File: src/rtl/pulse_width_decoder.sv
// Pulse-width decoder: window check, signal-loss supervision, lock FSM, offset-corrected output.
// Optional build macro PULSE_DECODER_FAILSAFE_EN loads K_FAILSAFE_VALUE into o_value on signal loss.
module pulse_width_decoder #(
    parameter int K_CNTWIDTH       = 16,
    parameter int K_LOCK_CNT       = 3,
    parameter int K_FAILSAFE_VALUE = 0
) (
    input  logic                  i_clk,
    input  logic                  i_rst_n,
    input  logic                  i_rise,
    input  logic                  i_fall,
    input  logic                  i_elapsed,
    input  logic [K_CNTWIDTH-1:0] i_cnt,
    input  logic [K_CNTWIDTH-1:0] i_min_width,
    input  logic [K_CNTWIDTH-1:0] i_max_width,
    input  logic [K_CNTWIDTH-1:0] i_timeout,
    output logic [K_CNTWIDTH-1:0] o_value,
    output logic                  o_valid,
    output logic                  o_locked,
    output logic                  o_nosig,
    output logic                  o_err
);

    typedef enum logic [1:0] {
        ST_NOSIG = 2'd0,
        ST_ACQ   = 2'd1,
        ST_LOCK  = 2'd2
    } state_t;

    localparam logic [3:0]            LOCK_CNT_C = 4'(K_LOCK_CNT);
    localparam logic [K_CNTWIDTH-1:0] CNT_MAX_C  = {K_CNTWIDTH{1'b1}};
    localparam logic [K_CNTWIDTH-1:0] CNT_ZERO_C = {K_CNTWIDTH{1'b0}};
`ifdef PULSE_DECODER_FAILSAFE_EN
    localparam logic [K_CNTWIDTH-1:0] FAILSAFE_C = K_CNTWIDTH'(K_FAILSAFE_VALUE);
`endif

    state_t                  state_r, state_s;
    logic [3:0]              good_cnt_r, good_cnt_s;
    logic [K_CNTWIDTH-1:0]   period_r, period_s;
    logic [K_CNTWIDTH-1:0]   value_r, value_s;
    logic                    armed_r, armed_s;
    logic                    overlong_r, overlong_s;
    logic                    valid_r, valid_s;
    logic                    err_r, err_s;
    logic                    locked_r, nosig_r;
    logic                    in_window_s, pulse_ok_s, pulse_bad_s, timeout_s;

    // Pulse qualification and signal-loss detection for the current cycle.
    always_comb begin
        in_window_s = (i_cnt >= i_min_width) && (i_cnt <= i_max_width);
        pulse_ok_s  = i_fall && armed_r && !overlong_r && in_window_s;
        pulse_bad_s = i_fall && armed_r && !pulse_ok_s;
        timeout_s   = (i_timeout != CNT_ZERO_C) && (period_r >= i_timeout)
                      && !i_rise && (state_r != ST_NOSIG);
    end

    // Next-state, counters and output strobes.
    always_comb begin
        state_s    = state_r;
        good_cnt_s = good_cnt_r;
        value_s    = value_r;
        valid_s    = 1'b0;
        err_s      = 1'b0;

        if (i_rise) begin
            period_s = CNT_ZERO_C;
        end else if (period_r == CNT_MAX_C) begin
            period_s = period_r;
        end else begin
            period_s = period_r + {{(K_CNTWIDTH-1){1'b0}}, 1'b1};
        end

        if (i_rise) begin
            armed_s = 1'b1;
        end else if (i_fall) begin
            armed_s = 1'b0;
        end else begin
            armed_s = armed_r;
        end

        // elapsed wins over a coincident rise
        if (i_elapsed) begin
            overlong_s = 1'b1;
        end else if (i_rise) begin
            overlong_s = 1'b0;
        end else begin
            overlong_s = overlong_r;
        end

        if (timeout_s) begin
            state_s    = ST_NOSIG;
            good_cnt_s = 4'd0;
            armed_s    = 1'b0;
`ifdef PULSE_DECODER_FAILSAFE_EN
            value_s    = FAILSAFE_C;
            valid_s    = 1'b1;
`else
            value_s    = value_r;
`endif
        end else begin
            case (state_r)
                ST_NOSIG: begin
                    if (i_rise) begin
                        state_s = ST_ACQ;
                    end else begin
                        state_s = ST_NOSIG;
                    end
                end
                ST_ACQ: begin
                    if (pulse_ok_s) begin
                        good_cnt_s = good_cnt_r + 4'd1;
                        if ((good_cnt_r + 4'd1) == LOCK_CNT_C) begin
                            state_s = ST_LOCK;
                            value_s = i_cnt - i_min_width;
                            valid_s = 1'b1;
                        end else begin
                            state_s = ST_ACQ;
                        end
                    end else if (pulse_bad_s) begin
                        good_cnt_s = 4'd0;
                        err_s      = 1'b1;
                    end else begin
                        state_s = ST_ACQ;
                    end
                end
                ST_LOCK: begin
                    if (pulse_ok_s) begin
                        value_s = i_cnt - i_min_width;
                        valid_s = 1'b1;
                    end else if (pulse_bad_s) begin
                        good_cnt_s = 4'd0;
                        err_s      = 1'b1;
                        state_s    = ST_ACQ;
                    end else begin
                        state_s = ST_LOCK;
                    end
                end
                default: begin
                    state_s    = ST_NOSIG;
                    good_cnt_s = 4'd0;
                    armed_s    = 1'b0;
                end
            endcase
        end
    end

    // State and output registers.
    always_ff @(posedge i_clk or negedge i_rst_n) begin
        if (!i_rst_n) begin
            state_r    <= ST_NOSIG;
            good_cnt_r <= 4'd0;
            period_r   <= CNT_ZERO_C;
            value_r    <= CNT_ZERO_C;
            armed_r    <= 1'b0;
            overlong_r <= 1'b0;
            valid_r    <= 1'b0;
            err_r      <= 1'b0;
            locked_r   <= 1'b0;
            nosig_r    <= 1'b1;
        end else begin
            state_r    <= state_s;
            good_cnt_r <= good_cnt_s;
            period_r   <= period_s;
            value_r    <= value_s;
            armed_r    <= armed_s;
            overlong_r <= overlong_s;
            valid_r    <= valid_s;
            err_r      <= err_s;
            locked_r   <= (state_s == ST_LOCK);
            nosig_r    <= (state_s == ST_NOSIG);
        end
    end

    assign o_value  = value_r;
    assign o_valid  = valid_r;
    assign o_err    = err_r;
    assign o_locked = locked_r;
    assign o_nosig  = nosig_r;

endmodule

File: config.mk
export PLATFORM = sky130hd
export DESIGN_NAME = pulse_width_decoder
export DESIGN_NICKNAME = d
export VERILOG_FILES = /design/src/rtl/pulse_width_decoder.sv
export SDC_FILE = /design/constraint.sdc
export NUM_CORES = 1
export LEC_CHECK = 0
export BUFFER_PORTS_ARGS = -buffer_cell sky130_fd_sc_hd__buf_2
export CELL_PAD_IN_SITES_DETAIL_PLACEMENT = 0
export CELL_PAD_IN_SITES_GLOBAL_PLACEMENT = 2
export CORE_MARGIN = 4
export CORE_UTILIZATION = 32
export DETAILED_ROUTE_END_ITERATION = 10
export GPL_TIMING_DRIVEN = 0
export PLACE_DENSITY = 0.78
export SLEW_MARGIN = 20
export SYNTH_ARGS = -nofsm -noshare
export SYNTH_HDL_FRONTEND = slang
export SYNTH_SLANG_ARGS = --single-unit
File: constraint.sdc
create_clock -name i_clk -period 2.9 [get_ports i_clk]
set_input_delay 0.145 -clock i_clk [delete_from_list [all_inputs] [get_ports i_clk]]
set_output_delay 0.145 -clock i_clk [all_outputs]
set_load 0.01 [all_outputs]
## Word-level counts from Yosys, hierarchy flattened

Cells that the tools add are included.

| word-level totals | value |
|---|---|
| output and inout bits | 20 |
| register bits after elaboration | 44 |
| word-level logic and storage cells | 84 |
| bits of input ports | 69 |

| operators by class | value |
|---|---|
| muxes and demuxes | 34 |
| reductions and logical operators | 21 |
| add/sub/neg operators | 3 |
| bitwise logic cells | 1 |
| equal/unequal tests | 12 |
| magnitude comparators | 3 |

Operator list:

| operator | number |
|---|---|
| $mux 16 | 5 |
| $ge 16x16->1 | 2 |
| $pmux 16 s2 | 1 |
| $add 16x1->16 const B | 1 |
| $eq 16x16->1 const B | 1 |
| $le 16x16->1 | 1 |
| $mux 4 | 4 |
| $reduce_bool 16->1 | 1 |
| $sub 16x16->16 | 1 |
| $mux 1 | 15 |
| $mux 2 | 6 |
| $pmux 4 s3 | 1 |
| $ne 2x2->1 const B | 5 |
| $logic_and 1x1->1 | 8 |
| $pmux 2 s3 | 1 |
| $reduce_bool 2->1 | 3 |
| $reduce_and 5->1 | 1 |
| $add 4x1->4 const B | 1 |
| $eq 2x2->1 const B | 2 |
| $eq 4x2->1 const B | 1 |
| $logic_not 2->1 | 2 |
| $ne 4x1->1 const B | 1 |
| $logic_not 1->1 | 3 |
| $ne 3x3->1 const B | 1 |
| 6 further kinds | 6 |

## Longest topological paths before layout

Gate-level depths: netlist (run 1).

| logic depth | value |
|---|---|
| depth in word-level cells | 10 |
| mapped depth | 12 |

## Least setup slack after synthesis (run 1)

No wires, ideal clock.

| timing | value |
|---|---|
| path kind | in2reg |
| start | in i_cnt[0] |
| end | reg value_r[10], in the netlist o_value[10] |
| stages on the path | 12 |
| path slack | 40 ps |
| arrival | 2735 ps |
| path through | inv_1 > ha_1 > fa_1 > nor2b_1 > o21bai_1 > a311o_1 > a211oi_1 > nor3_1 > a2111oi_4 > a21oi_2 > buf_6 > mux2_4 |

| between the ends | value |
|---|---|
| cells in the longest elaborated chain, start to end | 5 |
| elaborated cells between the ends (all ways) | 12 |

RTL lines:

| what | RTL line | RTL |
|---|---|---|
| start, declared | 13 | `input logic [K_CNTWIDTH-1:0] i_cnt,` |
| $ge 16x16->1 or $le 16x16->1 (tied branches) | 50 | `in_window_s = (i_cnt >= i_min_width) && (i_cnt <= i_max_width);` |
| $logic_and 1x1->1 | 50 |  |
| $logic_and 1x1->1 | 51 | `pulse_ok_s = i_fall && armed_r && !overlong_r && in_window_s;` |
| $ne 2x2->1 (no source line) | n/a |  |
| $reduce_and 5->1 (no source line) | n/a |  |
| end signal, assigned | 164 | `value_r <= value_s;` |
| end, declared | 40 | `logic [K_CNTWIDTH-1:0] value_r, value_s;` |

Several ways; a longest one is shown, not always the timed one. The select of a mux whose other input is x is not followed.
A chain may end at the register's enable or synchronous reset.

## Worst setup path after layout (run 1)

| timing | value |
|---|---|
| start | in i_cnt[0] |
| end | reg value_r[7], in the netlist o_value[7] |

Same word-level chain as after synthesis.

==> out/metrics.yaml, run 1 <==
utilization_pct: 40.5
synth_compound_area_share_pct: 19.0
detail_route.wirelength_mm: 9.68
grt_overflow_total: 0
critical_path.slowest_cell: "fa_1"
path_clk_slew_ns: 0.06
groute.usage.overall_pct: 14.6
synth_area_sq_um: 3840
cts_made_buffers: 5
end_kind: "flop"
drc: 0
dieArea_sq_um: 13800
ant_nets: 0
synth_xor_area_share_pct: 3.88
synth_fa_ha_area_share_pct: 18.4
outcome: "finished, final reports clean"
finalMaxSlewViolations: 0
drtIter0Drc: 86
rsz0062_at_grt: "no"
gp_congestion: 0.827
cts_tree: "done"
crit_chain: "buf_2 > inv_1 > ha_1 > fa_1 > nor2b_1 > o21bai_1 > a311o_1 > a211oi_4 > nor3_1 > a2111oi_4 > a21oi_4 > buf_6 > mux2_4"
vias_per_cell: 5.02
ys_ff_latch: 44
synthSimpleGateAreaFrac_pct: 16.9
grt_max_degree: 45
worst-path-max-fanout: 10
fmax_mhz: 366
syn-num-nets: 571
critPathKind: "in2reg"
rr_worst_depth: 10
ys_types: 58
seq_area_sq_um: 1100
die_x_microns: 118
setup_tns_ns: 0
maxCapViolCount: 0
peakVddDrop_v: 0.000193
min_path_cells: 2
clock-sinks: 44
synth-main-ff-cell: "dfrtp_1"
fillers: 1171
area_delta_synth_final_pct: 22.1
antenna_found_initial: 0
drive_gt1_share_pct: 23.1
coreArea_sq_um: 11600
grt_pass1_vias: 3589
synthMuxAreaShare_pct: 5.93
post-dp-hpwl_mm: 7.83
syn_avg_cell_area_sq_um: 8.61
period_share_pct: 94.3
slowest_delay_ns: 0.41
worst_pin_slew_ns: 0.579
worstHoldPathType: "in2reg"
finalNetCount: 673
rows: 39
ioPinCount: 89
power.leakage_uw: 0.00243
syn_inst: 446
htree_levels: 2
synth_top_family_by_area: "compound AO/OA/AOI/OAI gates"
clk_latency_ns: 0.29
first_pass_iters: 4
hold_viol: 0
diodes: 0
via_count: 3473
wl_per_cell_microns: 14.0
synthArstFlopShare_pct: 100
synth_area_leaders: "dfrtp_1 (28%), ha_1 (18%), inv_1 (6.2%), a21oi_1 (4.2%), o21ai_0 (3.5%)"
cts-root-buf: "clkbuf_16"
finalSetupViolCount: 0
start_util_pct: 33.2
multi_input_area_sq_um: 2490
power_density_nw_per_um2: 524
required_ns: 3.07
grt_pass1_wl_mm: 17.0
yosysWarnings: 0
period_minus_slack_ns: 2.73
setup.worst_path.start_class: "input pin"
portBuffers: 88
clock_path_buffers: 2
synth_edf_count: 0
yosys.area.top_type_share_pct: 28.0
slew_headroom_pct: 61.4
skew_ns: 0.00666
cp.arrival_ns: 2.90
synth_area_leader_cell: "dfrtp_1"
synth_seq_area_share_pct: 28.7
dieHeight_microns: 118
## layout make-up
cell class	instances	share of cell area (%)
inverters	64	5.13
well taps	143	3.82
clock buffers	7	2.83
clock inverters	1	0.107
flip-flops and latches	44	23.5
plain buffers	7	0.721
multi-input cells	331	53.2
repair buffers	95	10.6
## worst max-delay path, delay by kind of cell
family / cells / cell delay [ns]
AO/OA/AOI/OAI: 5 / 1.23
multiplexers: 1 / 0.30
buffers and inverters: 3 / 0.29
adder cells (fa/ha/maj): 2 / 0.63
AND/OR/NAND/NOR: 2 / 0.28
## path summary, 6_finish.rpt
check	slack, ns	start	endpoint
worst max-delay path	0.17	i_cnt[0]	o_value[7]
worst min-delay path	0.06	i_elapsed	overlong_r
worst max register to register	0.25	period_r[7]	o_value[7]
worst min register to register	0.50	o_value[3]	o_value[3]
max in group asynchronous	2.10	i_rst_n	period_r[1]
min in group asynchronous	0.40	i_rst_n	o_valid
## cells in the mapped netlist (all sizes together) (6+ instances only)
cell	n
and2	6
ha	55
nand4	11
mux2	14
and3	7
dfrtp	43
nand2	31
inv	63
nand3	14
o21a	8
xor2	8
o21ai	28
a21oi	33
nor4	6
xnor2	9
clkbuf	6
nor2	31
a21o	6
## stage by stage
step           total power (uW)  hold slack [ns]  instances  setup WS, ns  instance area, sq um
5_1_grt                    2640           0.0611        692       0.00241                  4690
3_3_place_gp               1860            0.356        677        -0.422                  4460
6_report                   2460           0.0550        692         0.165                  4690
4_1_cts                    2460           0.0579        685       0.00483                  4620
3_5_place_dp               1880            0.359        677        -0.470                  4460
2_1_floorplan              1520           -0.151        446        0.0398                  3840
## kinds of logic (layout without fill, tap and decap cells)
kind of cell,count (synthesis),count (layout)
AND/OR/NAND/NOR,130,130
multiplexers,18,18
XOR/XNOR,17,17
buffers and inverters,71,174
flip-flops,44,44
adder cells (fa/ha/maj),56,56
AO/OA/AOI/OAI,110,110
## placed cells by master (no fill, tap or decap), types with 2 or more instances in the layout
master / n
mux2_2: 6
nand3_1: 14
a221oi_1: 2
a21oi_1: 31
o21ai_0: 27
dfrtp_1: 43
and2_1: 6
nor2_1: 31
ha_1: 55
o31ai_1: 2
a21o_1: 6
and3_1: 7
clkbuf_16: 5
and4_1: 2
a31o_2: 2
nand2_1: 31
a21boi_0: 2
o22ai_1: 2
nand4_1: 11
o2111ai_1: 3
clkbuf_1: 8
xor2_1: 8
xnor2_1: 9
buf_2: 87
a211oi_1: 2
or3_1: 4
nor3_1: 5
inv_1: 63
o21a_1: 8
mux2i_1: 4
nor4_1: 6
buf_4: 7
nand2b_1: 3
mux2_4: 8
nor2b_1: 5
a31oi_1: 4
## sequential cells by signal, summed over array words and instances (netlist names)
signal and flops:
armed_r 1, good_cnt_r 4, o_err 1, o_locked 1, o_nosig 1, o_valid 1
o_value 16, overlong_r 1, period_r 16, state_r 2
## power by group
| group | leakage, uW | internal [uW] | switching, uW |
|---|---|---|---|
| logic | 0.00180 | 539 | 524 |
| registers | 0.000561 | 760 | 83.5 |
| clock network | 0.0000679 | 319 | 231 |
## per-layer routing
layer / vias up / global-route usage (%) / wire length, microns
li1: 1795 / - / -
met2: 96 / 25.0 / 4430
met1: 1573 / 19.0 / 4540
met5: - / 0 / 0
met3: 9 / 2.84 / 577
met4: 0 / 3.37 / 132
## what timing repair did
item / CTS / global route
setup endpoints to repair: 16 / 10
pin swaps: 0 / 6
hold buffers: 0 / 1
resized for setup: 4 / 2
hold endpoints to repair: 0 / 43
buffers inserted: 0 / 6
Power figures use the tool's default switching activity.
==> inputs of run 2 (changes only) <==
- CORE_UTILIZATION: 32 -> 29
- PLACE_DENSITY: 0.78 -> 0.75
- REMOVE_ABC_BUFFERS: unset -> 1
- clock period: 2.9 -> 2.3 ns (I/O delays scaled with it)
==> run 2 against run 1 <==
Compared with the run above: the flow now finishes with violations (setup timing); first-iteration DRC count rose by 43%; register-to-register slack got worse by 0.52 ns; die area rose by 9.6%; sequential power rose by 26%; critical endpoint is now o_value[6]; largest power group unchanged.
==> out/metrics.yaml, run 2 (same netlist as run 1, synthesis figures left out) <==
outcome: "finished, violations left"  # was finished, final reports clean
violations: "setup timing"
via_count: 3498  # was 3,473
period_share_pct: 112
grt_max_degree: 45  # unchanged
utilization_pct: 39.9  # was 40.5%
finalNetCount: 687  # was 673
seq_area_sq_um: 1100  # about the same
worst_pin_slew_ns: 0.699  # was 0.579 ns
cts_made_buffers: 5  # unchanged
drtIter0Drc: 123  # was 86
grt_pass1_wl_mm: 16.2  # was 17.0 mm
clk_latency_ns: 0.29  # about the same
slowest_delay_ns: 0.41  # about the same
first_pass_iters: 4  # unchanged
grt_overflow_total: 0  # unchanged
vias_per_cell: 4.77  # was 5.02
fmax_mhz: 389
timing.final.ws_setup_ns: -0.269  # was 0.165 ns
power_density_nw_per_um2: 658  # was 524 nW/um^2
crit_buf_inv: 2  # was 3
final_common_cell: "buf_2"  # unchanged
slew_headroom_pct: 52.9  # was 61.4%
coreArea_sq_um: 12800  # was 11,600 sq um
rows: 41  # was 39
critPathKind: "reg2reg"  # was in2reg
skew_ns: 0.00801  # was 0.00666 ns
rr_worst_depth: 11  # was 10
clock_path_buffers: 2  # unchanged
portBuffers: 88  # unchanged
placedCellCount: 699  # was 677
antenna_found_initial: 0  # unchanged
final_cell_mix: "buf_2 (85), inv_1 (61), ha_1 (49), dfrtp_1 (41), a21oi_1 (31)"  # was buf_2 (87), inv_1 (63), ha_1 (55), dfrtp_1 (43)
ioPinCount: 89  # unchanged
gp_congestion: 0.793  # was 0.827
post-dp-hpwl_mm: 7.72  # was 7.83 mm
fillers: 1304  # was 1,171
detail_route.wirelength_mm: 10.0  # was 9.68 mm
min_path_cells: 2  # unchanged
setup.worst_path.start_class: "flop"  # was input pin
die_x_microns: 123  # was 118 microns
fin_cells: 733  # was 692
cp.arrival_ns: 2.74  # was 2.90 ns
path_clk_slew_ns: 0.06  # about the same
area_delta_synth_final_pct: 32.9  # was 22.1%
drive_gt1_share_pct: 31.4  # was 23.1%
rsz0062_at_grt: "yes"  # was no
critPathTopFamily: "compound AO/OA/AOI/OAI gates"  # unchanged
grt_pass1_vias: 3410  # was 3,589
worstHoldPathType: "in2reg"  # unchanged
groute.usage.overall_pct: 13.3  # was 14.6%
drc: 0  # unchanged
start_util_pct: 30.1  # was 33.2%
hold_viol: 0  # unchanged
whs_ns: 0.0212  # was 0.0550 ns
dp_slack_ns: -0.943  # was -0.470 ns
dieArea_sq_um: 15100  # was 13,800 sq um
cts_tree: "done"  # unchanged
power.leakage_uw: 0.00256  # was 0.00243 uW
peakVddDrop_v: 0.000281  # was 0.000193 V
ant_nets: 0  # unchanged
period_minus_slack_ns: 2.57
cp.depth: 11  # was 13
dieHeight_microns: 123  # was 118 microns
maxCapViolCount: 0  # unchanged
cts-root-buf: "clkbuf_16"  # unchanged
end_kind: "flop"  # unchanged
diodes: 0  # unchanged
worst-path-max-fanout: 7  # was 10
clock-sinks: 44  # unchanged
multi_input_area_sq_um: 2660  # was 2490 sq um
htree_levels: 2  # unchanged
required_ns: 2.47  # was 3.07 ns
critical_path.slowest_cell: "dfrtp_1"  # was fa_1
finalMaxSlewViolations: 0  # unchanged
wl_per_cell_microns: 13.6  # was 14.0 microns
crit_chain: "ha_4 > and2_4 > o2111ai_1 > o21ai_1 > a21oi_2 > buf_4 > a21o_1 > and3_4 > a21oi_4 > clkbuf_16 > mux2_2"  # was buf_2 > inv_1 > ha_1 > fa_1 > nor2b_1 > o21bai_1 > a311o_1 > a211oi_4 > nor3_1 > a2111oi_4 > a21oi_4 > buf_6 > mux2_4
finalSetupViolCount: 20  # was 0
## run 2: area by class of cell
class                   instances  share of cell area [%]
multi-input cells             331                    52.2
repair buffers                116                    14.0
clock buffers                   5                    2.45
clock inverters                 1                   0.589
flip-flops and latches         44                    21.7
well taps                     172                    4.22
inverters                      64                    4.91
## run 2: timing repair
action	4_1_cts	5_1_grt
endpoints found under the setup margin	26	32
endpoints found under the hold margin	0	43
buffers inserted	18	9
gates cloned	1	0
hold buffers	0	1
pin swaps	22	19
resized for setup	34	24
## run 2: worst register-to-register path, delay by kind of cell (launching register included)
family / cells / cell delay, ns
buf+inv: 2 / 0.34
fa+ha+maj: 1 / 0.28
flops: 1 / 0.41
simple gates: 2 / 0.32
mux: 1 / 0.33
compound gates: 5 / 0.78
## run 2: path summary, 6_finish.rpt
check / from / endpoint / slack (ns)
worst max-delay path: period_r[7] / o_value[6] / -0.27
worst min-delay path: i_elapsed / overlong_r / 0.02
worst max register to register: period_r[7] / o_value[6] / -0.27
worst min register to register: o_value[3] / o_value[3] / 0.50
max in group asynchronous: i_rst_n / period_r[13] / 1.51
min in group asynchronous: i_rst_n / o_value[4] / 0.36
## run 2: layer usage
metal / vias up / share of wire (%) / track usage, %
met1: 1576 / 48 / 18.2
li1: 1819 / - / -
met2: 91 / 46 / 21.6
met3: 12 / 4.8 / 2.06
met5: - / 0 / 0
met4: 0 / 1.8 / 4.50
## run 2: where the power goes
group / switching [uW] / internal, uW / leakage (uW)
clock network: 293 / 500 / 0.0000757
logic: 712 / 788 / 0.00193
registers: 106 / 957 / 0.000557
total: 1110 / 2250 / 0.00256
## run 2: per-stage QoR
stage                     instance area [sq um]  TNS, ns  power, uW
after global routing                       5100    -6.66       3590
after floorplan                            3800    -9.28       1900
after CTS                                  4930    -3.98       3380
after global placement                     4460   -23.84       2330
final                                      5100    -4.33       3360
after detailed placement                   4470   -20.73       2350
